[config.mk]
export PLATFORM = sky130hd
export DESIGN_NAME = key_select_input
export DESIGN_NICKNAME = d
export VERILOG_FILES = /design/src/rtl/key_select_input.sv
export SDC_FILE = /design/constraint.sdc
export NUM_CORES = 1
export LEC_CHECK = 0
export BUFFER_PORTS_ARGS = -buffer_cell sky130_fd_sc_hd__buf_4
export CORE_UTILIZATION = 65
export DETAILED_ROUTE_END_ITERATION = 10
export PLACE_DENSITY = 0.92
export SLEW_MARGIN = 10
export SYNTH_ARGS = -nofsm -noshare
export SYNTH_HDL_FRONTEND = slang
export SYNTH_SLANG_ARGS = --single-unit
[constraint.sdc]
create_clock -name clk_50M -period 3.6 [get_ports clk_50M]
set_input_delay 0.54 -clock clk_50M [delete_from_list [all_inputs] [get_ports clk_50M]]
set_output_delay 0.54 -clock clk_50M [all_outputs]
set_load 0.03 [all_outputs]
[src/rtl/key_select_input.sv]
// key_select_input: four active-low push-buttons are synchronized and
// debounced, and each clean press becomes a one-cycle event. A browse/lock
// selector uses those events to choose one of NUM_ITEMS items.
//
//   state   | meaning
//   --------+-----------------------------------------------------------
//   BROWSE  | next/prev move sel_idx; confirm locks the current index
//   LOCKED  | selection held; only cancel is honoured (back to BROWSE)
module key_select_input #(
  parameter int DEBOUNCE_CYCLES = 1000000,
  parameter int NUM_ITEMS       = 10
) (
  input  logic                 clk_50M,
  input  logic                 reset_n,
  input  logic [3:0]           key_n,
  output logic [3:0]           key_db,
  output logic [3:0]           sel_idx,
  output logic [NUM_ITEMS-1:0] sel_onehot,
  output logic                 locked,
  output logic [3:0]           confirmed_idx,
  output logic                 confirm_pulse,
  output logic                 cancel_pulse
);

  localparam int             CW       = $clog2(DEBOUNCE_CYCLES);
  localparam logic [CW-1:0]  CNT_LAST = CW'(DEBOUNCE_CYCLES - 1);
  localparam logic [3:0]     IDX_LAST = 4'(NUM_ITEMS - 1);

  typedef enum logic {BROWSE = 1'b0, LOCKED = 1'b1} state_t;

  logic [3:0]           sync1_q;
  logic [3:0]           key_s_q;
  logic [CW-1:0]        cnt_q [4];
  logic [CW-1:0]        cnt_d [4];
  logic [3:0]           key_db_q;
  logic [3:0]           key_db_d;
  logic [3:0]           key_db_prev_q;
  logic [3:0]           press_q;

  state_t               state_q;
  logic [3:0]           sel_q;
  logic [3:0]           sel_d;
  logic [NUM_ITEMS-1:0] onehot_q;
  logic [NUM_ITEMS-1:0] onehot_d;
  logic                 locked_q;
  logic [3:0]           conf_idx_q;
  logic                 confirm_pulse_q;
  logic                 cancel_pulse_q;

  // Two-flop synchronizer; idles at "released" so reset does not fake a press.
  always_ff @(posedge clk_50M or negedge reset_n) begin
    if (!reset_n) begin
      sync1_q <= 4'hF;
      key_s_q <= 4'hF;
    end else begin
      sync1_q <= key_n;
      key_s_q <= sync1_q;
    end
  end

  // Debounce: count consecutive mismatching samples, accept on the last one.
  always_comb begin
    key_db_d = key_db_q;
    for (int i = 0; i < 4; i++) begin
      cnt_d[i] = '0;
      if (key_s_q[i] != key_db_q[i]) begin
        if (cnt_q[i] == CNT_LAST) begin
          key_db_d[i] = key_s_q[i];
        end else begin
          cnt_d[i] = cnt_q[i] + CW'(1);
        end
      end
    end
  end

  // Debounce state plus the press detector (falling edge of the clean level).
  always_ff @(posedge clk_50M or negedge reset_n) begin
    if (!reset_n) begin
      for (int i = 0; i < 4; i++) begin
        cnt_q[i] <= '0;
      end
      key_db_q      <= 4'hF;
      key_db_prev_q <= 4'hF;
      press_q       <= 4'h0;
    end else begin
      for (int i = 0; i < 4; i++) begin
        cnt_q[i] <= cnt_d[i];
      end
      key_db_q      <= key_db_d;
      key_db_prev_q <= key_db_q;
      press_q       <= key_db_prev_q & ~key_db_q;
    end
  end

  // Next selection index; confirm wins over next/prev, next+prev cancel out.
  always_comb begin
    sel_d = sel_q;
    if (state_q == BROWSE && !press_q[2]) begin
      if (press_q[0] && !press_q[1]) begin
        sel_d = (sel_q == IDX_LAST) ? 4'd0 : sel_q + 4'd1;
      end else if (press_q[1] && !press_q[0]) begin
        sel_d = (sel_q == 4'd0) ? IDX_LAST : sel_q - 4'd1;
      end
    end
  end

  // One-hot decode of the next index, so it registers alongside sel_idx.
  always_comb begin
    onehot_d = '0;
    for (int i = 0; i < NUM_ITEMS; i++) begin
      onehot_d[i] = (sel_d == 4'(i));
    end
  end

  // Browse/lock FSM with registered outputs and one-cycle strobes.
  always_ff @(posedge clk_50M or negedge reset_n) begin
    if (!reset_n) begin
      state_q         <= BROWSE;
      sel_q           <= 4'd0;
      onehot_q        <= NUM_ITEMS'(1);
      locked_q        <= 1'b0;
      conf_idx_q      <= 4'd0;
      confirm_pulse_q <= 1'b0;
      cancel_pulse_q  <= 1'b0;
    end else begin
      confirm_pulse_q <= 1'b0;
      cancel_pulse_q  <= 1'b0;
      sel_q           <= sel_d;
      onehot_q        <= onehot_d;
      case (state_q)
        BROWSE: begin
          if (press_q[2]) begin
            state_q         <= LOCKED;
            locked_q        <= 1'b1;
            conf_idx_q      <= sel_q;
            confirm_pulse_q <= 1'b1;
          end
        end
        LOCKED: begin
          if (press_q[3]) begin
            state_q        <= BROWSE;
            locked_q       <= 1'b0;
            cancel_pulse_q <= 1'b1;
          end
        end
      endcase
    end
  end

  assign key_db        = key_db_q;
  assign sel_idx       = sel_q;
  assign sel_onehot    = onehot_q;
  assign locked        = locked_q;
  assign confirmed_idx = conf_idx_q;
  assign confirm_pulse = confirm_pulse_q;
  assign cancel_pulse  = cancel_pulse_q;

endmodule

==> results by group, run 1 <==
Synthesis
  • Ys flop type: dfrtp_1
  • #FFs+latches synth: 122
  • Leading post-synthesis cells by cell area: dfrtp_1 (45%), dfstp_2 (7.7%), xnor2_1 (5.3%)
  • Syn nets: 589
  • Yosys top cell area share: 45.3%
  • Library cells used by synthesis: 58
  • Fraction of registers with async set or reset after synthesis: 100%
  • Avg Inst Size Synth: 10.0 sq um
  • Synth Instances: 579
  • Post-synth EDFFs: 0
  • Netlist Area Pre-Place: 5800 sq um
  • Seq/Total Area, Yosys: 53.0%
  • Synth Warn #: 0
  • Biggest area consumer among synthesized cells: dfrtp_1

Floorplan
  • Chip height: 96.5 um
  • Core area: 8680 sq um
  • Starting Density: 66.9%
  • Site Rows: 34
  • Io pins: 31
  • Die width: 96.5 um
  • Die area: 9310 sq um

Timing
  • Max-slew headroom: 45.4%
  • Clock period minus worst slack: 2.49 ns
  • Setup TNS: 0 ns
  • Final setup skew: 0.00635 ns
  • Setup violators final: 0
  • Worst-margin pin slew: 0.814 ns
  • RSZ-0062 raised after global routing: no
  • Tcrit/Tclk final: 69.1%
  • Final Hold Vio Count: 0
  • Slew Viols, Final: 0
  • Maximum clock rate: 402 MHz

Cells and area
  • Final std cells w/o fill: 734
  • # diodes: 0
  • Register Area: 3070 sq um
  • Nets@finish: 623
  • Most frequent cells in the layout: dfrtp_1 (105), nor2_1 (75), nand2_1 (45)
  • Fillers: 514
  • Syn-to-layout area delta: 15.9%
  • Most common cell after layout, fill and taps aside: dfrtp_1
  • Multi-input logic area: 2590 sq um
  • Fraction of layout instances using a drive strength above 1: 15.5%

Clock network
  • Clk slew on worst S/H paths: 0.06 ns
  • CTS Hold Bufs: 0
  • Postcts setup bufs: 0
  • Worst-skew pair later-pin latency: 0.52 ns
  • CTS Sinks: 122
  • # H-tree levels: 4
  • Max clock buf depth: 2
  • CTS Root Buffer Type: clkbuf_8
  • CTS tree: built
  • CTS buffer count: 17
  • Resize count post-CTS: 0

Worst setup path
  • CP Launch Type: register
  • Slowest stage delay, CP: 0.73 ns
  • CP max-delay cell: o31ai_2
  • Worst Path Max Fanout: 11
  • Critical path class: reg2reg
  • CP top delay family: simple AND/OR/NAND/NOR gates
  • Worst EP arrival: 2.90 ns
  • Buffers & Inverters on Critical Path: 1
  • CP endpoint kind: register
  • WP depth: 5
  • Worst path cell trace: nand3_1 > or4b_2 > o31ai_2 > buf_4 > nor2_1
  • Worst R2R Path Depth: 5
  • Critical Path RT: 4.01 ns

Power
  • Peak supply drop: 353 uV
  • P per Cell Area: 471 nW/um^2
  • Static leakage: 2.83 nW

GRT
  • Initial antenna violation count: 0
  • Gr usage total: 30.6%
  • Gr ovfl total: 0
  • Vias in the first global route: 4610
  • First-pass GRT wire length: 21600 um
  • Pin count of the biggest net entering global routing: 66

Routing
  • Drt initial violations: 300
  • Avg Vias per Cell: 6.40
  • Post-Route WL: 13000 um
  • Metal-1 WL: 5360 um
  • Wirelength per Cell: 17.8 um
  • Via count: 4695
  • WL met3: 747 um
  • Top Metal Used: met4
  • DRC viols: 0
  • Detail Route Antenna Nets: 0
  • Met2 WL post-DR: 6620 um
  • DRT Pass-1 Iters: 5

Placed design
  • Cell total after placement: 702
  • IO buf count: 30
  • RePlAce Congestion: 0.867
  • Placed wire-length estimate: 7930 um

Job
  • Max Cap Viol: 0

Worst hold path
  • Worst min path class: in2async

Run status
  • Status: finished, final reports clean
-- area by class of cell --
class / count / share of cell area [%]
Clock buffer: 24 / 6.99
Timing Repair Buffer: 35 / 4.09
Sequential cell: 122 / 45.7
Inverter: 16 / 0.893
Tap cell: 108 / 2.01
Clock inverter: 8 / 1.75
Multi-Input combinational cell: 421 / 38.6
-- worst paths after layout --
kind / from / end / slack, ns
setup / recovery: cnt_q[76] / cnt_q[67] / 1.11
hold / removal: reset_n / cnt_q[27] / 0.08
setup reg to reg: cnt_q[76] / cnt_q[67] / 1.11
hold reg to reg: sync1_q[3] / key_s_q[3] / 0.35
max in group asynchronous: reset_n / sync1_q[3] / 2.68
min in group clk_50M: key_n[1] / sync1_q[1] / 0.12
-- per-stage QoR --
stage	utilization (%)	instance area, sq um	total power [mW]	setup slack, ns	hold slack, ns
floorplan	-	5800	1.46	1.61	0.244
global placement	70.7	6140	1.50	1.39	0.347
detailed placement	70.7	6140	1.51	1.26	0.347
CTS	77.5	6730	3.18	1.18	0.112
global route	77.5	6730	3.26	1.02	0.106
finish	77.5	6730	3.17	1.11	0.0803
-- registers in the layout (all words and copies together), names as in the netlist --
| register | cells |
|---|---|
| cnt_q | 80 |
| locked | 1 |
| confirmed_idx | 4 |
| confirm_pulse | 1 |
| sel_idx | 4 |
| press_q | 4 |
| cancel_pulse | 1 |
| state_q | 1 |
| key_db | 4 |
| key_s_q | 4 |
| sync1_q | 4 |
| key_db_prev_q | 4 |
| sel_onehot | 10 |
-- cell usage after synthesis (all sizes together) (2+ instances only) --
| master | number |
|---|---|
| inv | 16 |
| nor2 | 75 |
| a31o | 3 |
| nand2 | 45 |
| dfrtp | 105 |
| nor3 | 15 |
| mux2i | 2 |
| xor2 | 22 |
| o31ai | 7 |
| and2 | 5 |
| nand4 | 21 |
| nand3 | 30 |
| nor2b | 7 |
| a2111oi | 6 |
| nor4 | 15 |
| clkbuf | 15 |
| or4 | 7 |
| and3 | 13 |
| dfstp | 17 |
| o21ai | 20 |
| xnor2 | 35 |
| and4 | 6 |
| a21oi | 25 |
| or3 | 13 |
| and4b | 2 |
| mux2 | 4 |
| or4b | 3 |
| ha | 4 |
| a21o | 2 |
| buf | 5 |
| nand4b | 4 |
| nor4bb | 2 |
| nand2b | 2 |
| nor4b | 8 |
-- cell families after synthesis --
family / synth area share, %
XOR/XNOR: 8.60
buffers and inverters: 2.48
AO/OA/AOI/OAI: 8.80
AND/OR/NAND/NOR: 25.2
flip-flops: 53.0
multiplexers: 1.12
adder cells (fa/ha/maj): 0.862
-- metal layers --
metal / track usage, % / up-vias
met4: 13.4 / 0
met2: 51.2 / 198
met1: 37.5 / 2299
li1: - / 2155
met3: 8.06 / 43
met5: 0 / -
-- report_power, final --
group	switching [mW]	internal, mW
combinational	0.0546	0.0214
sequential	0.0168	1.39
clock	0.579	1.10
total	0.651	2.52
(Power assumes the default switching activity.)
==> run 2: changes to the inputs <==
--- a/config.mk
+++ b/config.mk
@@ -5,10 +5,11 @@
 export SDC_FILE = /design/constraint.sdc
 export NUM_CORES = 1
 export LEC_CHECK = 0
+export ABC_AREA = 1
 export BUFFER_PORTS_ARGS = -buffer_cell sky130_fd_sc_hd__buf_4
-export CORE_UTILIZATION = 65
+export CORE_UTILIZATION = 55
 export DETAILED_ROUTE_END_ITERATION = 10
-export PLACE_DENSITY = 0.92
+export PLACE_DENSITY = 0.84
 export SLEW_MARGIN = 10
 export SYNTH_ARGS = -nofsm -noshare
 export SYNTH_HDL_FRONTEND = slang
==> constraint.sdc (replaced) <==
create_clock -name clk_50M -period 2.1 [get_ports clk_50M]
set_input_delay 0.315 -clock clk_50M [delete_from_list [all_inputs] [get_ports clk_50M]]
set_output_delay 0.315 -clock clk_50M [all_outputs]
set_load 0.03 [all_outputs]
==> results by group, run 2 <==
Run status
  • Status: finished, final reports clean

Timing
  • Max-slew headroom: 62.8% (+17 points)
  • RSZ-0062 raised after global routing: no
  • Final Hold Vio Count: 0 (unchanged)
  • Clock period minus worst slack: 1.76 ns (-0.730 ns)
  • Worst-margin pin slew: 0.559 ns (-0.256 ns)
  • Slew Viols, Final: 0 (unchanged)
  • Setup TNS: 0 ns (unchanged)
  • Setup violators final: 0 (unchanged)
  • Maximum clock rate: 569 MHz (+42%)
  • Tcrit/Tclk final: 83.7% (+15 points)
  • Final setup skew: 0.00637 ns (+0.0000244 ns)

Routing
  • Detail Route Antenna Nets: 0 (unchanged)
  • DRC viols: 0 (unchanged)
  • Via count: 4962 (+5.7%)
  • Avg Vias per Cell: 5.31 (-17%)
  • Wirelength per Cell: 14.1 um (-21%)
  • DRT Pass-1 Iters: 5 (unchanged)
  • Drt initial violations: 324 (+8.0%)
  • Post-Route WL: 13200 um (+0.92%)

GRT
  • Pin count of the biggest net entering global routing: 42 (-36%)
  • Gr ovfl total: 0 (unchanged)
  • Gr usage total: 25.3% (-5.4 points)
  • Initial antenna violation count: 0 (unchanged)
  • First-pass GRT wire length: 22400 um (+3.7%)
  • Vias in the first global route: 4796 (+4.0%)

Cells and area
  • Multi-input logic area: 2560 sq um (-1.3%)
  • Final core occ: 68.5% (-9.0 points)
  • # diodes: 0 (unchanged)
  • Biggest register: cnt_q
  • Most common cell after layout, fill and taps aside: nor2_1
  • Largest register FFs: 80 (unchanged)
  • Most frequent cells in the layout: nor2_1 (143), nand2_1 (121), dfrtp_1 (105)
  • Nets@finish: 796 (+28%)
  • Register Area: 3070 sq um (unchanged)
  • Fillers: 752 (+46%)
  • Syn-to-layout area delta: 18.7%
  • Fraction of layout instances using a drive strength above 1: 18.6% (+3.2 points)

Synthesis
  • Ys flop type: dfrtp_1
  • Synth cell count leaders: nor2_1 (143), nand2_1 (121), dfrtp_1 (105)
  • Most instantiated library cell after synthesis: nor2_1
  • Avg Inst Size Synth: 8.29 sq um (-17%)
  • Post-synth EDFFs: 0 (unchanged)
  • Synth Instances: 731 (+26%)
  • Fraction of registers with async set or reset after synthesis: 100% (unchanged)
  • Leading post-synthesis cells by cell area: dfrtp_1 (43%), nor2_1 (8.9%), nand2_1 (7.5%)
  • Library cells used by synthesis: 29 (-50%)
  • Seq/Total Area, Yosys: 50.7% (-2.3 points)
  • Synth Warn #: 0 (unchanged)
  • Yosys top cell area share: 43.3% (-1.9 points)
  • Biggest area consumer among synthesized cells: dfrtp_1
  • #FFs+latches synth: 122 (unchanged)
  • Syn nets: 741 (+26%)
  • Netlist Area Pre-Place: 6060 sq um (+4.5%)

Clock network
  • Max clock buf depth: 2 (unchanged)
  • CTS Sinks: 122 (unchanged)
  • CTS buffer count: 17 (unchanged)
  • CTS Root Buffer Type: clkbuf_8
  • # H-tree levels: 4 (unchanged)
  • Postcts setup bufs: 0 (unchanged)
  • Clk slew on worst S/H paths: 0.06 ns (about the same)
  • Worst-skew pair later-pin latency: 0.53 ns (about the same)
  • CTS tree: built

Worst setup path
  • CP Launch Type: register
  • Slowest stage delay, CP: 0.39 ns (-0.34 ns)
  • Worst R2R Path Depth: 7 (+2)
  • Worst EP arrival: 2.18 ns (-0.72 ns)
  • CP endpoint kind: register
  • Most common cell on crit path: nand3_1
  • Worst path cell trace: ha_1 > nand3_1 > nor3_2 > nand3_1 > nand2_1 > buf_4 > nor3_1
  • CP max-delay cell: dfrtp_1
  • Critical path class: reg2reg
  • Worst Path Max Fanout: 8 (-3)
  • Critical Path RT: 2.52 ns (-1.49 ns)

Floorplan
  • Starting Density: 57.7% (-9.2 points)
  • Site Rows: 37 (+8.8%)
  • Chip height: 107 um (+11%)
  • Die area: 11400 sq um (+23%)
  • Die width: 107 um (+11%)
  • Core area: 10500 sq um (+21%)
  • Io pins: 31 (unchanged)

Power
  • Static leakage: 3.33 nW (+18%)
  • P per Cell Area: 793 nW/um^2 (+68%)
  • Peak supply drop: 684 uV (+94%)

Placed design
  • IO buf count: 30 (unchanged)
  • RePlAce Congestion: 0.893 (+3.0%)
  • Placed wire-length estimate: 8770 um (+11%)

Job
  • Max Cap Viol: 0 (unchanged)

Worst hold path
  • Worst min path class: in2async
==> run 2: worst paths after layout <==
check | start | end | slack, ns
worst max register to register | cnt_q[60] | cnt_q[74] | 0.34
worst min register to register | sync1_q[1] | key_s_q[1] | 0.35
max in group asynchronous | reset_n | key_s_q[2] | 1.15
min in group clk_50M | sync1_q[1] | key_s_q[1] | 0.35
worst max-delay path | cnt_q[60] | cnt_q[74] | 0.34
worst min-delay path | reset_n | cnt_q[47] | 0.32
==> run 2: area by class of cell <==
| cell class | instances | share of cell area [%] |
|---|---|---|
| multi-input combinational | 497 | 35.6 |
| clock buffer | 20 | 6.19 |
| inverter | 109 | 5.68 |
| tap | 136 | 2.36 |
| sequential | 122 | 42.7 |
| clock inverter | 12 | 2.71 |
| timing repair buffer | 39 | 4.76 |
==> run 2: repair_timing <==
action	in CTS	in global routing
hold buffers	5	0
endpoints found under the hold margin	39	0
endpoints found under the setup margin	0	0
gates resized for setup	0	0
==> run 2: cell families (layout without fill, tap and decap cells) <==
kind of cell | after synthesis | count (layout) | share of synthesized area, %
buf+inv | 112 | 180 | 7.04
flops | 122 | 122 | 50.7
compound gates | 34 | 34 | 2.85
simple gates | 425 | 425 | 33.7
xor+xnor | 34 | 34 | 4.91
fa+ha+maj | 4 | 4 | 0.826
==> run 2: metal layers <==
layer	track usage (%)	vias to the layer above	share of wire [%]
met5	0	-	0
met3	6.32	40	5.2
met2	40.5	162	49
met1	33.0	2350	44
met4	10.3	0	2.6
li1	-	2410	-
==> run 2: power by group <==
| group | leakage, nW | total [mW] | switching [mW] | internal (mW) |
|---|---|---|---|---|
| clock network | 0.315 | 3.15 | 1.05 | 2.10 |
| registers | 1.63 | 2.41 | 0.0195 | 2.39 |
| logic | 1.38 | 0.149 | 0.0993 | 0.0501 |
==> run 2: per-stage QoR <==
step,hold WS (ns),std cells,setup slack (ns),area (sq um),power [mW]
finish,0.320,935,0.342,7200,5.71
global route,0.350,935,0.130,7200,5.90
CTS,0.321,935,0.339,7200,5.75
detailed placement,0.337,898,0.406,6510,2.59
global placement,0.338,898,0.531,6510,2.58
floorplan,0.0194,731,0.711,6060,2.50
==> run 2: critical path, delay by kind of cell (launching register included) <==
family,cells,cell delay (ns)
adder cells (fa/ha/maj),1,0.23
buffers and inverters,1,0.22
flip-flops,1,0.39
AND/OR/NAND/NOR,5,0.81
==> run 3: changes to the inputs <==
==> constraint.sdc (replaced) <==
create_clock -name clk_50M -period 1.5 [get_ports clk_50M]
set_input_delay 0.225 -clock clk_50M [delete_from_list [all_inputs] [get_ports clk_50M]]
set_output_delay 0.225 -clock clk_50M [all_outputs]
set_load 0.03 [all_outputs]
==> results by group, run 3 (synthesis results as in run 2) <==
Placed design
  • IO buf count: 30 (unchanged)
  • Placed wire-length estimate: 9070 um (+3.3%)
  • RePlAce Congestion: 0.947 (+6.0%)

Timing
  • Setup TNS: -0.374 ns (-0.374 ns)
  • Tcrit/Tclk final: 103% (+20 points)
  • Maximum clock rate: 645 MHz (+13%)
  • Slew Viols, Final: 0 (unchanged)
  • Worst-margin pin slew: 0.418 ns (-0.140 ns)
  • Clock period minus worst slack: 1.55 ns (-0.208 ns)
  • Setup violators final: 16 (+16)
  • Final worst setup slack: -0.0503 ns (-0.392 ns)
  • Hold_ws: 0.145 ns (-0.175 ns)
  • Max-slew headroom: 72.0% (+9.3 points)
  • RSZ-0062 raised after global routing: yes
  • Final Hold Vio Count: 0 (unchanged)
  • Final setup skew: 0.00896 ns (+0.00258 ns)

Cells and area
  • Fillers: 608 (-19%)
  • Largest register FFs: 80 (unchanged)
  • Multi-input logic area: 2950 sq um (+15%)
  • Register Area: 3080 sq um (+0.28%)
  • Most common cell after layout, fill and taps aside: nor2_1
  • Final core occ: 75.2% (+6.7 points)
  • Syn-to-layout area delta: 30.4%
  • Nets@finish: 841 (+5.7%)
  • Fraction of layout instances using a drive strength above 1: 31.6% (+13 points)
  • Most frequent cells in the layout: nor2_1 (128), nand2_1 (105), dfrtp_1 (98)
  • Biggest register: cnt_q
  • # diodes: 0 (unchanged)

GRT
  • Vias in the first global route: 5400 (+13%)
  • First-pass GRT wire length: 25100 um (+12%)
  • Gr ovfl total: 0 (unchanged)
  • Initial antenna violation count: 0 (unchanged)
  • Gr usage total: 28.0% (+2.8 points)
  • Pin count of the biggest net entering global routing: 33 (-21%)

Floorplan
  • Site Rows: 37 (unchanged)
  • Starting Density: 57.7% (unchanged)
  • Chip height: 107 um (unchanged)
  • Core area: 10500 sq um (unchanged)
  • Die width: 107 um (unchanged)
  • Io pins: 31 (unchanged)
  • Die area: 11400 sq um (unchanged)

Routing
  • Post-Route WL: 16700 um (+27%)
  • Avg Vias per Cell: 5.67 (+6.9%)
  • DRC viols: 0 (unchanged)
  • Via count: 5561 (+12%)
  • Wirelength per Cell: 17.1 um (+21%)
  • DRT Pass-1 Iters: 5 (unchanged)
  • Detail Route Antenna Nets: 0 (unchanged)
  • Drt initial violations: 445 (+37%)

Worst setup path
  • CP endpoint kind: register
  • Worst EP arrival: 1.96 ns (-0.22 ns)
  • Worst Path Max Fanout: 5 (-3)
  • Critical Path RT: 1.91 ns (-0.61 ns)
  • Critical path class: reg2reg
  • CP Launch Type: register

Clock network
  • CTS tree: built
  • CTS buffer count: 17 (unchanged)
  • Worst-skew pair later-pin latency: 0.53 ns (about the same)
  • CTS Sinks: 122 (unchanged)
  • # H-tree levels: 4 (unchanged)
  • Clk slew on worst S/H paths: 0.06 ns (about the same)
  • Max clock buf depth: 2 (unchanged)
  • CTS Root Buffer Type: clkbuf_8

Power
  • Peak supply drop: 667 uV (-2.5%)
  • Static leakage: 3.62 nW (+8.8%)
  • P per Cell Area: 951 nW/um^2 (+20%)
  • Total power: 7.52 mW (+32%)

Run status
  • Failing checks: setup timing
  • Status: finished, violations left

Job
  • Max Cap Viol: 0 (unchanged)

Worst hold path
  • Worst min path class: in2async
## run 3: changes by cell type in the layout (fill, tap and decap cells not counted), sizes merged
cell / before / now
inv: 108 / 109
clkbuf: 20 / 22
buf: 34 / 79
bufinv: 5 / 2
## run 3: path summary, 6_finish.rpt
path,endpoint,slack [ns],cells past startpoint,start
worst max-delay path,sel_onehot[3],-0.05,10,press_q[0]
worst min-delay path,cnt_q[50],0.14,2,reset_n
worst min register to register,key_s_q[1],0.36,0,sync1_q[1]
worst max register to register,sel_onehot[3],-0.05,10,press_q[0]
max in group asynchronous,key_s_q[2],0.75,3,reset_n
min in group clk_50M,sync1_q[0],0.35,2,key_n[0]
## run 3: per-stage QoR
step	cell area [sq um]	setup WS (ns)	std cells
after CTS	7430	-0.0175	960
final	7910	-0.0503	980
after global routing	7910	-0.0889	980
after global placement	6640	-0.000382	914
after detailed placement	6640	-0.0740	914
after floorplan	6060	0.111	731
## run 3: cell type report
cell class | instances | area share, %
well taps | 136 | 2.15
repair buffers | 84 | 9.35
clock inverters | 10 | 1.30
multi-input cells | 497 | 37.4
inverters | 109 | 5.24
flip-flops and latches | 122 | 39.0
clock buffers | 22 | 5.60
## run 3: what timing repair did
item                                    4_1_cts  5_1_grt
pin swaps                                     8       34
endpoints found under the setup margin       45       77
gates resized for setup                      31       88
hold endpoints to repair                    112        0
hold buffers                                  5        0
setup buffers                                11       20
## run 3: critical path, cell delays in order (launching register included)
cell and delay [ns]:
dfrtp_1 0.42, inv_1 0.10, nand2_1 0.12, inv_2 0.14
nand3_2 0.11, nand2_2 0.11, nand3_2 0.08, nand2_2 0.12
nand2_4 0.09, nand2_4 0.11, nor2_2 0.05
## run 3: report_power, final
part           leakage, nW  total [mW]  switching, mW  internal, mW
Combinational         1.73       0.293          0.173         0.119
Sequential            1.62        3.38         0.0428          3.34
Clock                0.272        3.84           1.45          2.38
## run 3: layer usage
metal  vias to the layer above  GRT usage, %  routed length, um  part of all wire [%]
met1                      2636          33.3               6360                    38
met4                         0          14.8                809                   4.8
li1                       2505             -                  -                     -
met5                         -             0                  0                     0
met3                        93          5.17               1170                   7.0
met2                       327          48.4               8380                    50
